## config.mk

```make
export PLATFORM = sky130hd
export DESIGN_NAME = branch_resolve_ctrl
export DESIGN_NICKNAME = d
export VERILOG_FILES = /design/src/rtl/branch_resolve_ctrl.sv
export SDC_FILE = /design/constraint.sdc
export NUM_CORES = 1
export LEC_CHECK = 0
export ABC_AREA = 1
export BUFFER_PORTS_ARGS = -buffer_cell sky130_fd_sc_hd__buf_2
export CAP_MARGIN = 25
export CORE_UTILIZATION = 50
export DETAILED_ROUTE_END_ITERATION = 10
export PLACE_DENSITY_LB_ADDON = 0.1
export SYNTH_ARGS = -nofsm -noshare
export SYNTH_HDL_FRONTEND = slang
export SYNTH_HIERARCHICAL = 1
export SYNTH_SLANG_ARGS = --single-unit
```

## constraint.sdc

```tcl
create_clock -name clk -period 2.6 [get_ports clk]
set_input_delay 0.26 -clock clk [delete_from_list [all_inputs] [get_ports clk]]
set_output_delay 0.26 -clock clk [all_outputs]
set_load 0.05 [all_outputs]
```

## src/rtl/branch_resolve_ctrl.sv

```systemverilog
// Branch resolution sequencer: holds ID until operands are ready, evaluates the
// branch through cmp_32, issues a one-cycle redirect/flush when taken, counts outcomes.

module cmp_32 (
    input  logic [31:0] a,
    input  logic [31:0] b,
    input  logic [2:0]  ctrl,
    output logic        result
);

    // Compare-code decode; jump codes (000/111) yield 0 here and are handled by the caller
    always_comb begin
        result = 1'b0;
        case (ctrl)
            3'b001:  result = (a == b);
            3'b010:  result = (a != b);
            3'b011:  result = ($signed(a) <  $signed(b));
            3'b100:  result = (a <  b);
            3'b101:  result = ($signed(a) >= $signed(b));
            3'b110:  result = (a >= b);
            default: result = 1'b0;
        endcase
    end

endmodule

module branch_resolve_ctrl #(
    parameter int CNT_W = 16
) (
    input  logic             clk,
    input  logic             rstn,
    input  logic             kill,
    input  logic             br_valid,
    output logic             br_ready,
    input  logic [2:0]       br_ctrl,
    input  logic [31:0]      br_target,
    input  logic             rs1_rdy,
    input  logic             rs2_rdy,
    input  logic [31:0]      rs1_data,
    input  logic [31:0]      rs2_data,
    output logic             stall_id,
    output logic             resolve_done,
    output logic             taken,
    output logic             redirect,
    output logic             flush,
    output logic [31:0]      redirect_pc,
    output logic [CNT_W-1:0] branch_cnt,
    output logic [CNT_W-1:0] taken_cnt
);

    typedef enum logic [1:0] {
        ST_IDLE  = 2'd0,
        ST_WAIT  = 2'd1,
        ST_EVAL  = 2'd2,
        ST_REDIR = 2'd3
    } state_t;

    localparam logic [CNT_W-1:0] CNT_MAX = {CNT_W{1'b1}};
    localparam logic [CNT_W-1:0] CNT_ONE = {{(CNT_W-1){1'b0}}, 1'b1};

    state_t           state_r;
    logic [2:0]       ctrl_r;
    logic [31:0]      tgt_r;
    logic [31:0]      opa_r;
    logic [31:0]      opb_r;
    logic [31:0]      redir_pc_r;
    logic [CNT_W-1:0] branch_cnt_r;
    logic [CNT_W-1:0] taken_cnt_r;

    logic             cmp_res_s;
    logic             uncond_s;
    logic             taken_s;

    cmp_32 u_cmp (
        .a      (opa_r),
        .b      (opb_r),
        .ctrl   (ctrl_r),
        .result (cmp_res_s)
    );

    assign uncond_s = (ctrl_r == 3'b000) || (ctrl_r == 3'b111);
    assign taken_s  = cmp_res_s | uncond_s;

    // Sequencer state, latched branch data, redirect target and saturating counters
    always_ff @(posedge clk or negedge rstn) begin
        if (!rstn) begin
            state_r      <= ST_IDLE;
            ctrl_r       <= 3'b000;
            tgt_r        <= 32'h0000_0000;
            opa_r        <= 32'h0000_0000;
            opb_r        <= 32'h0000_0000;
            redir_pc_r   <= 32'h0000_0000;
            branch_cnt_r <= {CNT_W{1'b0}};
            taken_cnt_r  <= {CNT_W{1'b0}};
        end else if (kill) begin
            // Abort drops the in-flight branch without touching counters or the redirect target
            state_r <= ST_IDLE;
        end else begin
            case (state_r)
                ST_IDLE: begin
                    if (br_valid) begin
                        ctrl_r  <= br_ctrl;
                        tgt_r   <= br_target;
                        state_r <= ST_WAIT;
                    end else begin
                        state_r <= ST_IDLE;
                    end
                end
                ST_WAIT: begin
                    if (rs1_rdy && rs2_rdy) begin
                        opa_r   <= rs1_data;
                        opb_r   <= rs2_data;
                        state_r <= ST_EVAL;
                    end else begin
                        state_r <= ST_WAIT;
                    end
                end
                ST_EVAL: begin
                    redir_pc_r <= tgt_r;
                    if (branch_cnt_r != CNT_MAX) begin
                        branch_cnt_r <= branch_cnt_r + CNT_ONE;
                    end else begin
                        branch_cnt_r <= branch_cnt_r;
                    end
                    if (taken_s) begin
                        if (taken_cnt_r != CNT_MAX) begin
                            taken_cnt_r <= taken_cnt_r + CNT_ONE;
                        end else begin
                            taken_cnt_r <= taken_cnt_r;
                        end
                        state_r <= ST_REDIR;
                    end else begin
                        state_r <= ST_IDLE;
                    end
                end
                ST_REDIR: begin
                    state_r <= ST_IDLE;
                end
                default: begin
                    state_r <= ST_IDLE;
                end
            endcase
        end
    end

    // Moore output decode from state and registered data
    always_comb begin
        br_ready     = 1'b0;
        stall_id     = 1'b0;
        resolve_done = 1'b0;
        taken        = 1'b0;
        redirect     = 1'b0;
        flush        = 1'b0;
        case (state_r)
            ST_IDLE: begin
                br_ready = 1'b1;
            end
            ST_WAIT: begin
                stall_id = 1'b1;
            end
            ST_EVAL: begin
                stall_id     = 1'b1;
                resolve_done = 1'b1;
                taken        = taken_s;
            end
            ST_REDIR: begin
                redirect = 1'b1;
                flush    = 1'b1;
            end
            default: begin
                br_ready = 1'b0;
            end
        endcase
    end

    assign redirect_pc = redir_pc_r;
    assign branch_cnt  = branch_cnt_r;
    assign taken_cnt   = taken_cnt_r;

endmodule
```

# Word level (Yosys, flattened, before mapping)
# Index checks and enable logic that the tools add are counted.
# Widths: inputs -> output; s select.
[totals]
reg_bits = 165
out_inout_bits = 70
word_cells = 51
[classes]
n_addsub = 2
order_cmp = 4
n_eq_ne = 14
muxes = 11
bitwise = 2
n_reduce_logical = 10
[ops]
columns = ["op", "count"]
rows = [
  ["$ge 32x32->1", 2],
  ["$lt 32x32->1", 2],
  ["$add 16x1->16 const B", 2],
  ["$eq 32x32->1", 1],
  ["$ne 16x16->1 const B", 2],
  ["$ne 32x32->1", 1],
  ["$eq 3x3->1 const B", 4],
  ["$reduce_and 3->1", 3],
  ["$pmux 2 s4", 1],
  ["$eq 3x2->1 const B", 2],
  ["$mux 1", 6],
  ["$mux 2", 3],
  ["$pmux 1 s6", 1],
  ["$eq 2x2->1 const B", 2],
  ["$reduce_and 4->1", 1],
  ["$eq 3x1->1 const B", 1],
  ["$logic_not 3->1", 1],
  ["$eq 2x1->1 const B", 1],
  ["$logic_not 2->1", 1],
  ["$reduce_and 2->1", 1],
  ["$reduce_or 2->1", 1],
  ["$logic_and 1x1->1", 1],
  ["$logic_or 1x1->1", 1],
  ["$not 1->1", 1],
  ["$or 1x1->1", 1],
]

# Logic depth before layout (Yosys ltp)
[depth]
word_depth = 6
ltp_mapped = 23
depth_no_buf = 22

# Modules after synthesis
# The synthesis kept the hierarchy.
[by_module_without_submodules]
columns = ["module", "instances", "cells_per_inst", "area_per_inst_um2"]
rows = [
  ["branch_resolve_ctrl", 1, 675, 7086.8],
  ["cmp_32", 1, 168, 997.2],
]

# Least setup slack after synthesis
# OpenSTA, ideal clock, no wires.
[synth_path]
path_kind = "reg2reg"
startpoint = "register opa_r[23]"
endpoint = "register state_r[1]"
arrival_time_ns = 2.208
required_ns = 2.481
slack_ns = 0.273
stages_incl_launch_ff = 17
path_buffers = 0
period_less_slack_ns = 2.327
cell_sequence = "dfrtp_1 ha_1 nand2_1 nor2_1 nand4_2 nor2_4 nand2_2 nand4_2 nand2_1 clkinv_1 nand2_1 nor2_1 nand3_1 nand3b_1 nand2_1 inv_1 o21a_1"
[synth_between]
elab_chain_cells = 6
elab_cells_between_ends = 11
classes_between = "order compare (4); eq/ne (2); mux (4); bitwise (1)"
[synth_rtl]
columns = ["element", "line", "source"]
rows = [
  ["from (decl)", "64", "logic [31:0] opa_r;"],
  ["from (signal assigned)", "111", "opa_r <= rs1_data;"],
  ["$ge 32x32->1 (tied with other cells)", "20", "3'b110: result = (a >= b);"],
  ["$pmux 1 s6 *", "14", "case (ctrl)"],
  ["named net cmp_res_s", "70", "logic cmp_res_s;"],
  ["$or 1x1->1 *", "82", "assign taken_s = cmp_res_s | uncond_s;"],
  ["$mux 2 *", "125", "if (taken_s) begin"],
  ["$pmux 2 s4 *", "99", "case (state_r)"],
  ["$mux 2 *", "95", "end else if (kill) begin"],
  ["to (signal assigned)", "87", "state_r <= ST_IDLE;"],
  ["to (signal assigned)", "97", "state_r <= ST_IDLE;"],
  ["to (signal assigned)", "104", "state_r <= ST_WAIT;"],
  ["to (decl)", "61", "state_t state_r;"],
]
# The timed path passes the listed nets; every way through them passes the cells marked *.
# A chain may end at the register's enable or synchronous reset.

# Worst setup path in the final report
[layout_path]
startpoint = "register opa_r[7]"
endpoint = "output taken"
[layout_between]
elab_chain_cells = 4
elab_cells_between_ends = 9
classes_between = "order compare (4); eq/ne (2); mux (2); bitwise (1)"
[layout_rtl]
columns = ["element", "line", "source"]
rows = [
  ["$ge 32x32->1 (tied with other cells)", "20", ""],
  ["$pmux 1 s6 *", "14", ""],
  ["named net cmp_res_s", "70", ""],
  ["$or 1x1->1 *", "82", ""],
  ["$mux 1 *", "154", "case (state_r)"],
  ["to (decl)", "43", "output logic taken,"],
]
# Marked as above.

==> impl_metrics.toml <==
[synth]
synth.area.top_cells = "dfrtp_1, mux2_2, nand2_1"
synth_seq_area_share_pct = 51.1
synth_common_cells = "nand2_1, dfrtp_1, mux2_2"
ys.flop_type = "dfrtp_1"
yosysMostFrequentCell = "nand2_1"
synth_warnings = 6
avgSynthCellArea_sq_um = 9.59
ys_async_sr_fraction_pct = 100
synth_top_cell_by_area = "dfrtp_1"
synth_cell_types = 29
netlist.area_leader.share_pct = 51.1
synth_cells = 843
synthesis.nets = 986
synth_seq_cells = 165
synth_edf_count = 0
netlist_area_sq_um = 8080

[worst_setup_path]
reg2reg_slack_ns = -0.22
arrival_ns = 2.63
startpoint_type = "flip-flop"
worst-path-buf-inv = 3
cp-end-kind = "output port"
critPathMaxStageDelay_ns = 0.41
critical-path-slowest-cell = "dfrtp_1"
worstSetupPathType = "flip-flop to output port"
required_ns = 2.34
crit_family = "simple AND/OR/NAND/NOR gates"
reg2reg_depth = 23
critPathMaxFanout = 3
reg2reg_to = "state_r[0]$_DFF_PN0_"
r2r_start = "opa_r[7]$_DFFE_PN0P_"
path_cells = "ha_4 -> nand2_4 -> nor2_4 -> nand4_1 -> nor2_2 -> nand2_2 -> nand4_2 -> nand2_1 -> inv_2 -> nand2_1 -> nor2_1 -> nand3_1 -> nand3b_1 -> nand2_2 -> inv_2 -> buf_8"

[drt]
dr.pass1.iters = 6
vias_per_cell = 4.86
wire_per_inst_um = 13.7
routed_wl_um = 17400
ant_nets = 0
drc = 0
drtIter0Drc = 226
via_count = 6163

[clocking]
cts_tree = "done"
htreeDepth = 4
cts_sinks = 165
cts_buffer_depth = 2
clkTransAtPathRegs_ns = 0.07
insertion_delay_ns = 0.43
cts-root-buf = "clkbuf_16"
cts_buffers = 17

[place]
portBuffers = 174
routabilityCongestion = 0.845
placed_area_sq_um = 9220
dpl.cell_count = 1221
hpwl_um = 12100

[timing]
fin_crit_sh_pct = 111
drv_slew = 0
max_freq_mhz = 346
finClkSkew_ns = 0.0134
fin_crit_ns = 2.89
worst_pin_slew_ns = 0.617
slew_headroom_pct = 58.9
timing.hold.ws_ns = 0.0591
rsz0062_at_grt = "yes"
finalHoldViolCount = 0
fin_ws_ns = -0.294
setup_viol = 2

[power]
pwr-share-clk_pct = 33.1
switching_share_pct = 31.0
p_seq_share_pct = 42.7
p_per_area_nw_per_um2 = 749
leakage_nw = 5.29
internal-power_w = 0.00520
ir_drop_v = 0.000466
p_sw_w = 0.00234
combPwrFrac_pct = 24.2

[floorplan]
pin_count = 175
fp.dieW_um = 129
core.rowCount = 46
core_sq_um = 15800
die_y_um = 129
dieArea_sq_um = 16700
initial_core_util_pct = 51.1

[global_route]
grt_pass1_wl_um = 27900
grt_pass1_vias = 5802
grt_usage_pct = 21.7
grt_max_degree = 65
grt_overflow_total = 0
antenna_found_initial = 2

[hold_path]
whs_path_depth = 2
hold_end = "tgt_r[14]$_DFFE_PN0P_"
min_from = "br_target[14]"
hold_path.class = "primary input to flip-flop"

[cells_and_area]
drive_gt1_share_pct = 35.3
fin_cells = 1268
stdcell_area_sq_um = 10100
fin_nets = 1180
synthToLayoutAreaGrowth_pct = 24.6

[outcome]
violations = "setup timing"
status = "finished, violations left"

[job]
cap_violations = 0
[how the worst max path moves through the flow]
stage          cells past startpoint             startpoint  slack, ns              endpoint
6_report                          16   opa_r[7]$_DFFE_PN0P_      -0.29                 taken
3_3_place_gp                      16   opa_r[7]$_DFFE_PN0P_      -0.02                 taken
2_1_floorplan                     16  opa_r[23]$_DFFE_PN0P_       0.27  state_r[1]$_DFF_PN0_
5_1_grt                           17  opb_r[20]$_DFFE_PN0P_      -0.56                 taken
3_5_place_dp                      16   opa_r[7]$_DFFE_PN0P_     -0.008                 taken
4_1_cts                           16   opa_r[5]$_DFFE_PN0P_      -0.31                 taken
[flip-flops by register name, summed over array words and instances, names as in the netlist]
name	flops
opa_r	32
ctrl_r	3
tgt_r	32
taken_cnt	16
opb_r	32
branch_cnt	16
redirect_pc	32
state_r	2
[logic make-up after synthesis]
logic type / share of synthesized area [%]
AOI/OAI and AO/OA: 2.04
buffers and inverters: 5.45
xor gates and xnor gates: 1.41
muxes: 13.5
and+or+nand+nor: 20.6
adders and majority gates: 5.88
DFF: 51.1
[layout by cell type (no fill, tap or decap), types with 16 or more instances in the layout]
| master | n |
|---|---|
| clkbuf_16 | 17 |
| nand3_1 | 35 |
| dfrtp_1 | 165 |
| buf_2 | 172 |
| buf_4 | 16 |
| inv_1 | 73 |
| nand2_2 | 16 |
| ha_1 | 33 |
| mux2_2 | 97 |
| nand2_1 | 265 |
| nor2_1 | 44 |
[metal layers]
metal	share of wire, %	up-vias	GRT usage (%)	wire [um]
met3	6.1	19	7.68	1060
met1	46	2896	27.5	8040
met2	46	134	34.9	8020
met5	0	-	0	0
met4	1.4	0	6.51	247
li1	-	3114	-	-
[power groups by stage]
stage	clock network (W)	logic, W	registers, W
2_1_floorplan	0	0.00109	0.00336
3_3_place_gp	0	0.00164	0.00324
6_report	0.00249	0.00183	0.00322
5_1_grt	0.00267	0.00208	0.00328
3_5_place_dp	0	0.00166	0.00326
4_1_cts	0.00256	0.00172	0.00321
[area by class of cell]
type	count	area, sq um
timing repair buffer	197	1110
antenna	2	5.00
clock buffer	17	425
clock inverter	15	165
tap	216	270
sequential	165	4130
inverter	79	297
multi-input combinational	577	3670
fill	1365	5750
[through the flow]
step	setup WS [ns]	TNS, ns	power, W	util, %
after floorplan	0.273	0	0.00445	-
after global placement	-0.0205	-0.0205	0.00488	58.2
after detailed placement	-0.00828	-0.00828	0.00492	58.2
after CTS	-0.306	-0.532	0.00750	62.6
after global routing	-0.562	-2.86	0.00803	63.6
final	-0.294	-0.517	0.00754	63.7
[timing repair]
item / CTS / global route
buffers inserted: 8 / 4
hold buffers: 1 / 0
gates resized for setup: 9 / 27
pin swaps: 10 / 23
endpoints found under the hold margin: 55 / 0
cloned: 0 / 1
setup endpoints to repair: 1 / 15
No activity file was read; power rests on OpenSTA's default activity.
